File: config.mk
export PLATFORM = sky130hd
export DESIGN_NAME = spi_program_fetch
export DESIGN_NICKNAME = d
export VERILOG_FILES = /design/src/rtl/spi_program_fetch.sv
export SDC_FILE = /design/constraint.sdc
export NUM_CORES = 1
export LEC_CHECK = 0
export CAP_MARGIN = 10
export CORE_MARGIN = 2
export CORE_UTILIZATION = 55
export DETAILED_ROUTE_END_ITERATION = 10
export PLACE_DENSITY = 0.78
export SLEW_MARGIN = 20
export SYNTH_ARGS = -nofsm -noshare
export SYNTH_HDL_FRONTEND = slang
export SYNTH_SLANG_ARGS = --single-unit
File: constraint.sdc
create_clock -name clk -period 3 [get_ports clk]
set_input_delay 0.3 -clock clk [delete_from_list [all_inputs] [get_ports clk]]
set_output_delay 0.3 -clock clk [all_outputs]
set_load 0.02 [all_outputs]
File: src/rtl/spi_program_fetch.sv
// spi_program_fetch: loads a program over slave SPI into a local memory,
// then sequences it into the execution unit one instruction per clk.
//
// Ports:
//   clk, reset        system clock, async active-high reset
//   spi_sclk/cs_n/mosi SPI mode-0 slave inputs (async to clk)
//   run, loop         start execution / wrap at end of program
//   opcode, operand   instruction to execution unit (operand[7:4]=A, [3:0]=B)
//   start             opcode/operand carry a valid instruction
//   busy, halted      status: LOAD or RUN / HALT
//   overflow          sticky: a word arrived with memory full
//   prog_len          words stored by the last completed load
module spi_program_fetch #(
    parameter int                          ROM_ADDRESS_WIDTH = 5,
    parameter int                          INPUT_DATA_WIDTH  = 4,
    parameter logic [INPUT_DATA_WIDTH-1:0] NOP_OPCODE        = 4'h0
) (
    input  logic                            clk,
    input  logic                            reset,
    input  logic                            spi_sclk,
    input  logic                            spi_cs_n,
    input  logic                            spi_mosi,
    input  logic                            run,
    input  logic                            loop,
    output logic [INPUT_DATA_WIDTH-1:0]     opcode,
    output logic [2*INPUT_DATA_WIDTH-1:0]   operand,
    output logic                            start,
    output logic                            busy,
    output logic                            halted,
    output logic                            overflow,
    output logic [ROM_ADDRESS_WIDTH:0]      prog_len
);

    localparam int AW    = ROM_ADDRESS_WIDTH;
    localparam int DW    = INPUT_DATA_WIDTH;
    localparam int PW    = AW + 1;
    localparam int WW    = 3 * DW;
    localparam int BW    = $clog2(WW + 1);
    localparam int DEPTH = 1 << AW;

    typedef enum logic [1:0] {
        S_IDLE,
        S_LOAD,
        S_RUN,
        S_HALT
    } state_t;

    state_t            state_q;
    logic [AW-1:0]     pc_q;
    logic [PW-1:0]     wr_ptr_q;
    logic [BW-1:0]     bcnt_q;
    logic [WW-1:0]     sr_q;
    logic [PW-1:0]     prog_len_q;
    logic              overflow_q;
    logic [DW-1:0]     opcode_q;
    logic [2*DW-1:0]   operand_q;
    logic              start_q;
    logic [WW-1:0]     mem_q [DEPTH];

    logic [1:0]        sclk_sync_q;
    logic [1:0]        cs_sync_q;
    logic [1:0]        mosi_sync_q;
    logic              sclk_prev_q;
    logic              cs_prev_q;

    logic              sclk_rise;
    logic              cs_fall;
    logic              cs_rise;
    logic              commit;
    logic              full;
    logic [PW-1:0]     ptr_d;
    logic [AW-1:0]     rd_addr;
    logic [WW-1:0]     rd_word;
    logic              last;
    logic              issue;

    // cs_n chain resets high so reset release never looks like a select
    always_ff @(posedge clk or posedge reset) begin
        if (reset) begin
            sclk_sync_q <= 2'b00;
            cs_sync_q   <= 2'b11;
            mosi_sync_q <= 2'b00;
            sclk_prev_q <= 1'b0;
            cs_prev_q   <= 1'b1;
        end else begin
            sclk_sync_q <= {sclk_sync_q[0], spi_sclk};
            cs_sync_q   <= {cs_sync_q[0], spi_cs_n};
            mosi_sync_q <= {mosi_sync_q[0], spi_mosi};
            sclk_prev_q <= sclk_sync_q[1];
            cs_prev_q   <= cs_sync_q[1];
        end
    end

    always_comb begin
        sclk_rise = sclk_sync_q[1] & ~sclk_prev_q;
        cs_fall   = ~cs_sync_q[1] & cs_prev_q;
        cs_rise   = cs_sync_q[1] & ~cs_prev_q;
        commit    = (bcnt_q == BW'(WW));
        full      = (wr_ptr_q == PW'(DEPTH));
        // includes a word committing in the same cycle cs_n rises
        ptr_d     = wr_ptr_q + PW'(commit && !full);
        // the run-sampling cycle issues word 0 straight away
        rd_addr   = (state_q == S_RUN) ? pc_q : '0;
        rd_word   = mem_q[rd_addr];
        last      = (({1'b0, rd_addr} + PW'(1)) == prog_len_q);
        issue     = ~cs_fall &
                    ((state_q == S_RUN) |
                     (((state_q == S_IDLE) | (state_q == S_HALT)) &
                      run & (prog_len_q != '0)));
    end

    // program memory is deliberately left out of reset
    always_ff @(posedge clk) begin
        if (state_q == S_LOAD && commit && !full) begin
            mem_q[wr_ptr_q[AW-1:0]] <= sr_q;
        end
    end

    always_ff @(posedge clk or posedge reset) begin
        if (reset) begin
            state_q    <= S_IDLE;
            pc_q       <= '0;
            wr_ptr_q   <= '0;
            bcnt_q     <= '0;
            sr_q       <= '0;
            prog_len_q <= '0;
            overflow_q <= 1'b0;
            opcode_q   <= NOP_OPCODE;
            operand_q  <= '0;
            start_q    <= 1'b0;
        end else begin
            opcode_q  <= NOP_OPCODE;
            operand_q <= '0;
            start_q   <= 1'b0;
            case (state_q)
                S_IDLE, S_HALT: begin
                    if (cs_fall) begin
                        state_q    <= S_LOAD;
                        wr_ptr_q   <= '0;
                        bcnt_q     <= '0;
                        overflow_q <= 1'b0;
                    end else if (run && prog_len_q == '0) begin
                        state_q <= S_HALT;
                    end
                end
                S_LOAD: begin
                    if (commit) begin
                        bcnt_q   <= '0;
                        wr_ptr_q <= ptr_d;
                        if (full) begin
                            overflow_q <= 1'b1;
                        end
                    end else if (sclk_rise) begin
                        sr_q   <= {sr_q[WW-2:0], mosi_sync_q[1]};
                        bcnt_q <= bcnt_q + BW'(1);
                    end
                    // a partial word is simply not counted
                    if (cs_rise) begin
                        prog_len_q <= ptr_d;
                        state_q    <= S_IDLE;
                    end
                end
                S_RUN: begin
                    if (cs_fall) begin
                        state_q    <= S_LOAD;
                        wr_ptr_q   <= '0;
                        bcnt_q     <= '0;
                        overflow_q <= 1'b0;
                    end
                end
                default: state_q <= S_IDLE;
            endcase
            if (issue) begin
                opcode_q  <= rd_word[WW-1 -: DW];
                operand_q <= rd_word[2*DW-1:0];
                start_q   <= 1'b1;
                if (last) begin
                    pc_q    <= '0;
                    state_q <= loop ? S_RUN : S_HALT;
                end else begin
                    pc_q    <= rd_addr + AW'(1);
                    state_q <= S_RUN;
                end
            end
        end
    end

    assign opcode   = opcode_q;
    assign operand  = operand_q;
    assign start    = start_q;
    assign busy     = (state_q == S_LOAD) || (state_q == S_RUN);
    assign halted   = (state_q == S_HALT);
    assign overflow = overflow_q;
    assign prog_len = prog_len_q;

endmodule

# Yosys cells after proc, flatten, opt, wreduce, memory -nomap -nowiden
# Memory sizes are Yosys's and may differ from the RTL's.
# Index checks and enable logic that the tools add are counted.
# W data, S select, Z words.
word_totals:
  input_bits: 7
  ff_bits: 57
  memories: 1
  ram_bits: 384
  output_inout_bits: 22
op_classes:
  reduce_logical: 17
  n_bitwise: 13
  n_addsub: 4
  muxes: 26
  n_eq_ne: 13
mem_list:
  columns: ["name", "words", "word_bits", "rd", "rd_clocked_by_memory_dff", "write_ports", "line", "rtl"]
  rows:
  - ["mem_q", 32, 12, 1, 0, 1, "58", "logic [WW-1:0] mem_q [DEPTH];"]
op_table:
  columns: ["op", "count"]
  rows:
  - ["$mux W4", 4]
  - ["$mux W6", 2]
  - ["$pmux W6 S2", 1]
  - ["$mux W2", 5]
  - ["$mux W5", 2]
  - ["$ne A3 B3 Y1 const B", 3]
  - ["$reduce_and A3 Y1", 3]
  - ["$mux W1", 8]
  - ["$mux W8", 1]
  - ["$pmux W4 S2", 1]
  - ["$add A5 B1 Y6 const B", 1]
  - ["$add A6 B1 Y6", 1]
  - ["$and A1 B1 Y1", 6]
  - ["$eq A6 B6 Y1", 1]
  - ["$eq A6 B6 Y1 const B", 1]
  - ["$logic_not A6 Y1", 1]
  - ["$pmux W2 S3", 1]
  - ["$reduce_and A2 Y1", 3]
  - ["$reduce_bool A6 Y1", 1]
  - ["$add A5 B1 Y5 const B", 1]
  - ["$not A1 Y1", 5]
  - ["$add A4 B1 Y4 const B", 1]
  - ["$eq A2 B2 Y1 const B", 2]
  - ["$eq A4 B4 Y1 const B", 1]
  - ["12 further kinds", 17]

# Longest topological paths before layout
logic_depth:
  word_depth: 8
  ltp_mapped: 11
  mapped_depth_nobuf: 10

# Least setup slack after synthesis
# OpenSTA, ideal clock, no wires.
synth_path:
  kind: "register to register"
  from: "register state_q[1]"
  to: "memory mem_q[0][0] (netlist name) (enable)"
  path_buffers: 1
  slack_ps: 292
  t_required_ps: 2604
  synth_period_minus_slack_ps: 2708
  stages_incl_launch_ff: 8
  setup_time_ps: 396
  arrival_ps: 2311
  path_cell_list: "dfrtp_1 > inv_1 > ha_1 > buf_2 > nand4_1 > nor2_1 > nand2_1 > nor3_1"
synth_between:
  elab_chain_len: 5
synth_lines:
  columns: ["item", "line", "rtl"]
  rows:
  - ["start, declared", "48", "state_t state_q;"]
  - ["start signal, assigned", "179", "state_q <= loop ? S_RUN : S_HALT;"]
  - ["$eq A2 B1 Y1", "114", "if (state_q == S_LOAD && commit && !full) begin"]
  - ["$logic_and A1 B1 Y1 (2 in a row)", "114", null]
  - ["$mux W1", "114", null]
  - ["$mux W1 (not written as such)", "115", "mem_q[wr_ptr_q[AW-1:0]] <= sr_q;"]
  - ["end, declared", "58", null]
# No other way between the ends.

# Worst setup path after layout
layout_path:
  from: "register state_q[1]"
  to: "memory mem_q[28][2] (netlist name) (enable)"
# The elaborated chain is that of the path after synthesis.

==> flow_summary_export.csv <==
group,metric,value,unit
placed_design,place.gp.congestion,0.8839,
cts,clockBufferDepth,3,
timing,slew_headroom,0.5090,
detailed_routing,drtAntennaViolNets,0,
placed_design,portBuffers,28,
floorplan,ios,29,
global_route,first_global_vias,10560,
logic_synthesis,synth.avg_cell_area,15.34,sq um
floorplan,die_x,185.3,microns
floorplan,start_util,0.5569,
setup_path,crit_path_end_kind,"flip-flop",
detailed_routing,drc,0,
timing,setup_slack,0.3182,ns
setup_path,reg2regPathDepth,8,
global_route,track_usage,0.2562,
setup_path,criticalPathCategory,"flip-flop to flip-flop",
setup_path,reg2reg_setup_slack,0.32,ns
power,p_leak,6.978,nW
worst_hold_path,min_from,"spi_cs_n",
cells_and_area,antenna_cells,0,
timing,period_share,0.8939,
timing,fmax,372.9,MHz
placed_design,place_hpwl,26.01,mm
cts,cts-root-buf,"clkbuf_16",
setup_path,crit_path_max_fanout,12,
timing,worst_pin_slew,0.7365,ns
logic_synthesis,synth.cell_area,0.01807,sq mm
timing,fin_crit,2.682,ns
floorplan,core_area,0.03245,sq mm
cells_and_area,layout-drive-gt1-share,0.1571,
cts,cts_setup_buffers,0,
floorplan,fp.dieArea,0.03433,sq mm
detailed_routing,vias,10980,
cts,clk_pin_slew,0.06,ns
logic_synthesis,synthFlopType,"edfxtp_1",
cts,numCtsBuffers,42,
logic_synthesis,synth_seq_cells,441,
timing,maxSlewViolCount,0,
power,ir_worst_vdd,0.4493,mV
logic_synthesis,syn-num-nets,1194,
run,maxCapViolations,0,
cts,cts_tree,"yes",
power,powerDensity,819.1,mW/mm^2
cells_and_area,final_common_cell,"edfxtp_1",
setup_path,cp.required,3.23,ns
logic_synthesis,seq_area_frac_synth,0.7171,
logic_synthesis,synth_edf_count,384,
detailed_routing,wl_per_cell,25.23,microns
placed_design,pre_cts_slack,0.3892,ns
global_route,overflow,0,
timing,setup_violations,0,
cells_and_area,synthToLayoutAreaGrowth,12.95,%
cts,cts_sinks,441,
cells_and_area,utilization,0.6290,
worst_hold_path,hold_class,"input port to flip-flop",
cells_and_area,final_cell_mix,"edfxtp_1 (384), o22ai_1 (87), a211oi_1 (84)",
timing,hold_viol_final,0,
setup_path,cp-start-kind,"flip-flop",
global_route,grt_start_max_net_pins,73,
logic_synthesis,async_reset_ff_frac,0.1293,
setup_path,crit_arrival,2.92,ns
worst_hold_path,min_to,"cs_sync_q[0]",
worst_hold_path,holdPathStages,1,
timing,fin_skew,0.01058,ns
timing,rsz0062_at_grt,"false",
detailed_routing,finalWirelength,43.27,mm
global_route,grt_first_pass_wirelength,64.38,mm
logic_synthesis,synth.distinct_cells,63,
cts,cts_max_level,2,
logic_synthesis,syn_inst,1178,
cts,clock_latency,0.54,ns
global_route,antenna_found_initial,0,
detailed_routing,firstDrtPassIters,6,
setup_path,timing.rr.end,"mem_q[28][2]",
logic_synthesis,yosysWarnings,0,
cells_and_area,num-nets-final,1255,
floorplan,die_h,185.3,microns
detailed_routing,vias_per_cell,6.402,
setup_path,r2r-start,"state_q[1]",
floorplan,num_rows,66,
outcome,status,"complete, no violations",
detailed_routing,initialDrtViolationCount,1586,
timing,fin_setup_tns,0,ns
power,fin_total_pwr,16.72,mW
==> how the worst max path moves through the flow <==
stage | start | endpoint | slack [ns] | cells after the start
6_report | state_q[1] | mem_q[28][2] | 0.32 | 8
5_1_grt | state_q[1] | mem_q[28][2] | 0.14 | 8
4_1_cts | state_q[1] | mem_q[28][10] | 0.34 | 8
3_5_place_dp | state_q[0] | pc_q[1] | 0.39 | 10
3_3_place_gp | state_q[0] | pc_q[4] | 0.45 | 10
2_1_floorplan | state_q[1] | mem_q[0][0] | 0.29 | 7
==> critical path, cell delays in order, from the launching register on <==
cell and delay (ns):
dfrtp_1 0.40, inv_1 0.12, ha_1 0.44, inv_1 0.15
nor2_1 0.28, and2_1 0.32, nand3_1 0.23, nor2_1 0.20
buf_4 0.24
==> state kept, by name, indices dropped and copies added, names as in the netlist, 4 cells and up <==
signal,cells
prog_len,6
operand,8
bcnt_q,4
wr_ptr_q,6
sr_q,12
pc_q,5
opcode,4
mem_q,384
==> timing repair <==
action / 4_1_cts / 5_1_grt
hold endpoints to repair: 2 / 0
gates resized for setup: 0 / 0
hold buffers: 1 / 0
==> metrics by stage <==
step                hold WS, ns  area, sq um  std cells
detailed placement       0.3381        19010       1636
global placement         0.3346        19010       1636
finish                   0.1601        20410       1715
floorplan                0.3045        18070       1178
CTS                      0.1527        20410       1715
global route             0.1595        20410       1715
==> cell usage after synthesis (all sizes together), types with 2 or more instances <==
| cell type | instances | area share |
|---|---|---|
| xor2 | 5 | 0.0024 |
| xnor2 | 7 | 0.0034 |
| nand2 | 39 | 0.0082 |
| dfrtp | 54 | 0.075 |
| nor3 | 2 | 0.00055 |
| a221o | 12 | 0.0066 |
| mux4 | 12 | 0.015 |
| mux2 | 50 | 0.032 |
| nand4b | 11 | 0.0053 |
| a2111oi | 2 | 0.0024 |
| mux2i | 2 | 0.0011 |
| inv | 14 | 0.0029 |
| nand4 | 2 | 0.00069 |
| o22ai | 87 | 0.030 |
| nand3 | 13 | 0.0036 |
| o21bai | 24 | 0.010 |
| o211ai | 4 | 0.0017 |
| nor2b | 51 | 0.018 |
| a221oi | 12 | 0.0058 |
| edfxtp | 384 | 0.64 |
| o31ai | 5 | 0.0024 |
| buf | 63 | 0.024 |
| a211o | 12 | 0.0058 |
| dfstp | 3 | 0.0044 |
| o21ai | 39 | 0.011 |
| a211oi | 85 | 0.036 |
| nand2b | 6 | 0.0021 |
| or3 | 13 | 0.0045 |
| and3 | 3 | 0.0013 |
| a21oi | 20 | 0.0055 |
| a32o | 2 | 0.0011 |
| ha | 9 | 0.0062 |
| a21o | 11 | 0.0046 |
| a31oi | 2 | 0.00069 |
| or2 | 2 | 0.00069 |
| nand3b | 3 | 0.0012 |
| clkbuf | 20 | 0.0042 |
| nor2 | 83 | 0.018 |
==> final cells by class <==
class | count | area (sq um)
Sequential cell | 441 | 12970
Fill cell | 2224 | 12040
Multi-Input combinational cell | 640 | 4564
Clock buffer | 58 | 1175
Timing Repair Buffer | 100 | 885.9
Tap cell | 442 | 553.0
Clock inverter | 20 | 214.0
Inverter | 14 | 52.55
==> power by group <==
group / leakage (nW) / total, mW / internal [mW] / switching (mW)
sequential: 4.23 / 7.40 / 7.18 / 0.220
clock: 0.670 / 5.37 / 3.17 / 2.20
combinational: 2.08 / 3.96 / 1.32 / 2.64
total: 6.98 / 16.7 / 11.7 / 5.06
==> cells by family (layout without fill, tap and decap cells) <==
kind of cell,count (synthesis),in the layout,share of synthesized area
fa+ha+maj,9,9,0.006231
compound gates,321,321,0.1252
flops,441,441,0.7171
mux,64,64,0.04784
buf+inv,97,192,0.03060
simple gates,234,234,0.06715
xor+xnor,12,12,0.005815
==> layer usage <==
layer / GRT usage / up-vias / routed length [microns]
met5: 0 / - / 0
met4: 0.1003 / 0 / 1685
met3: 0.04621 / 103 / 4195
met2: 0.4012 / 610 / 20570
met1: 0.3600 / 5499 / 16820
li1: - / 4767 / -
Note: power is estimated with default switching activity, not from simulation.
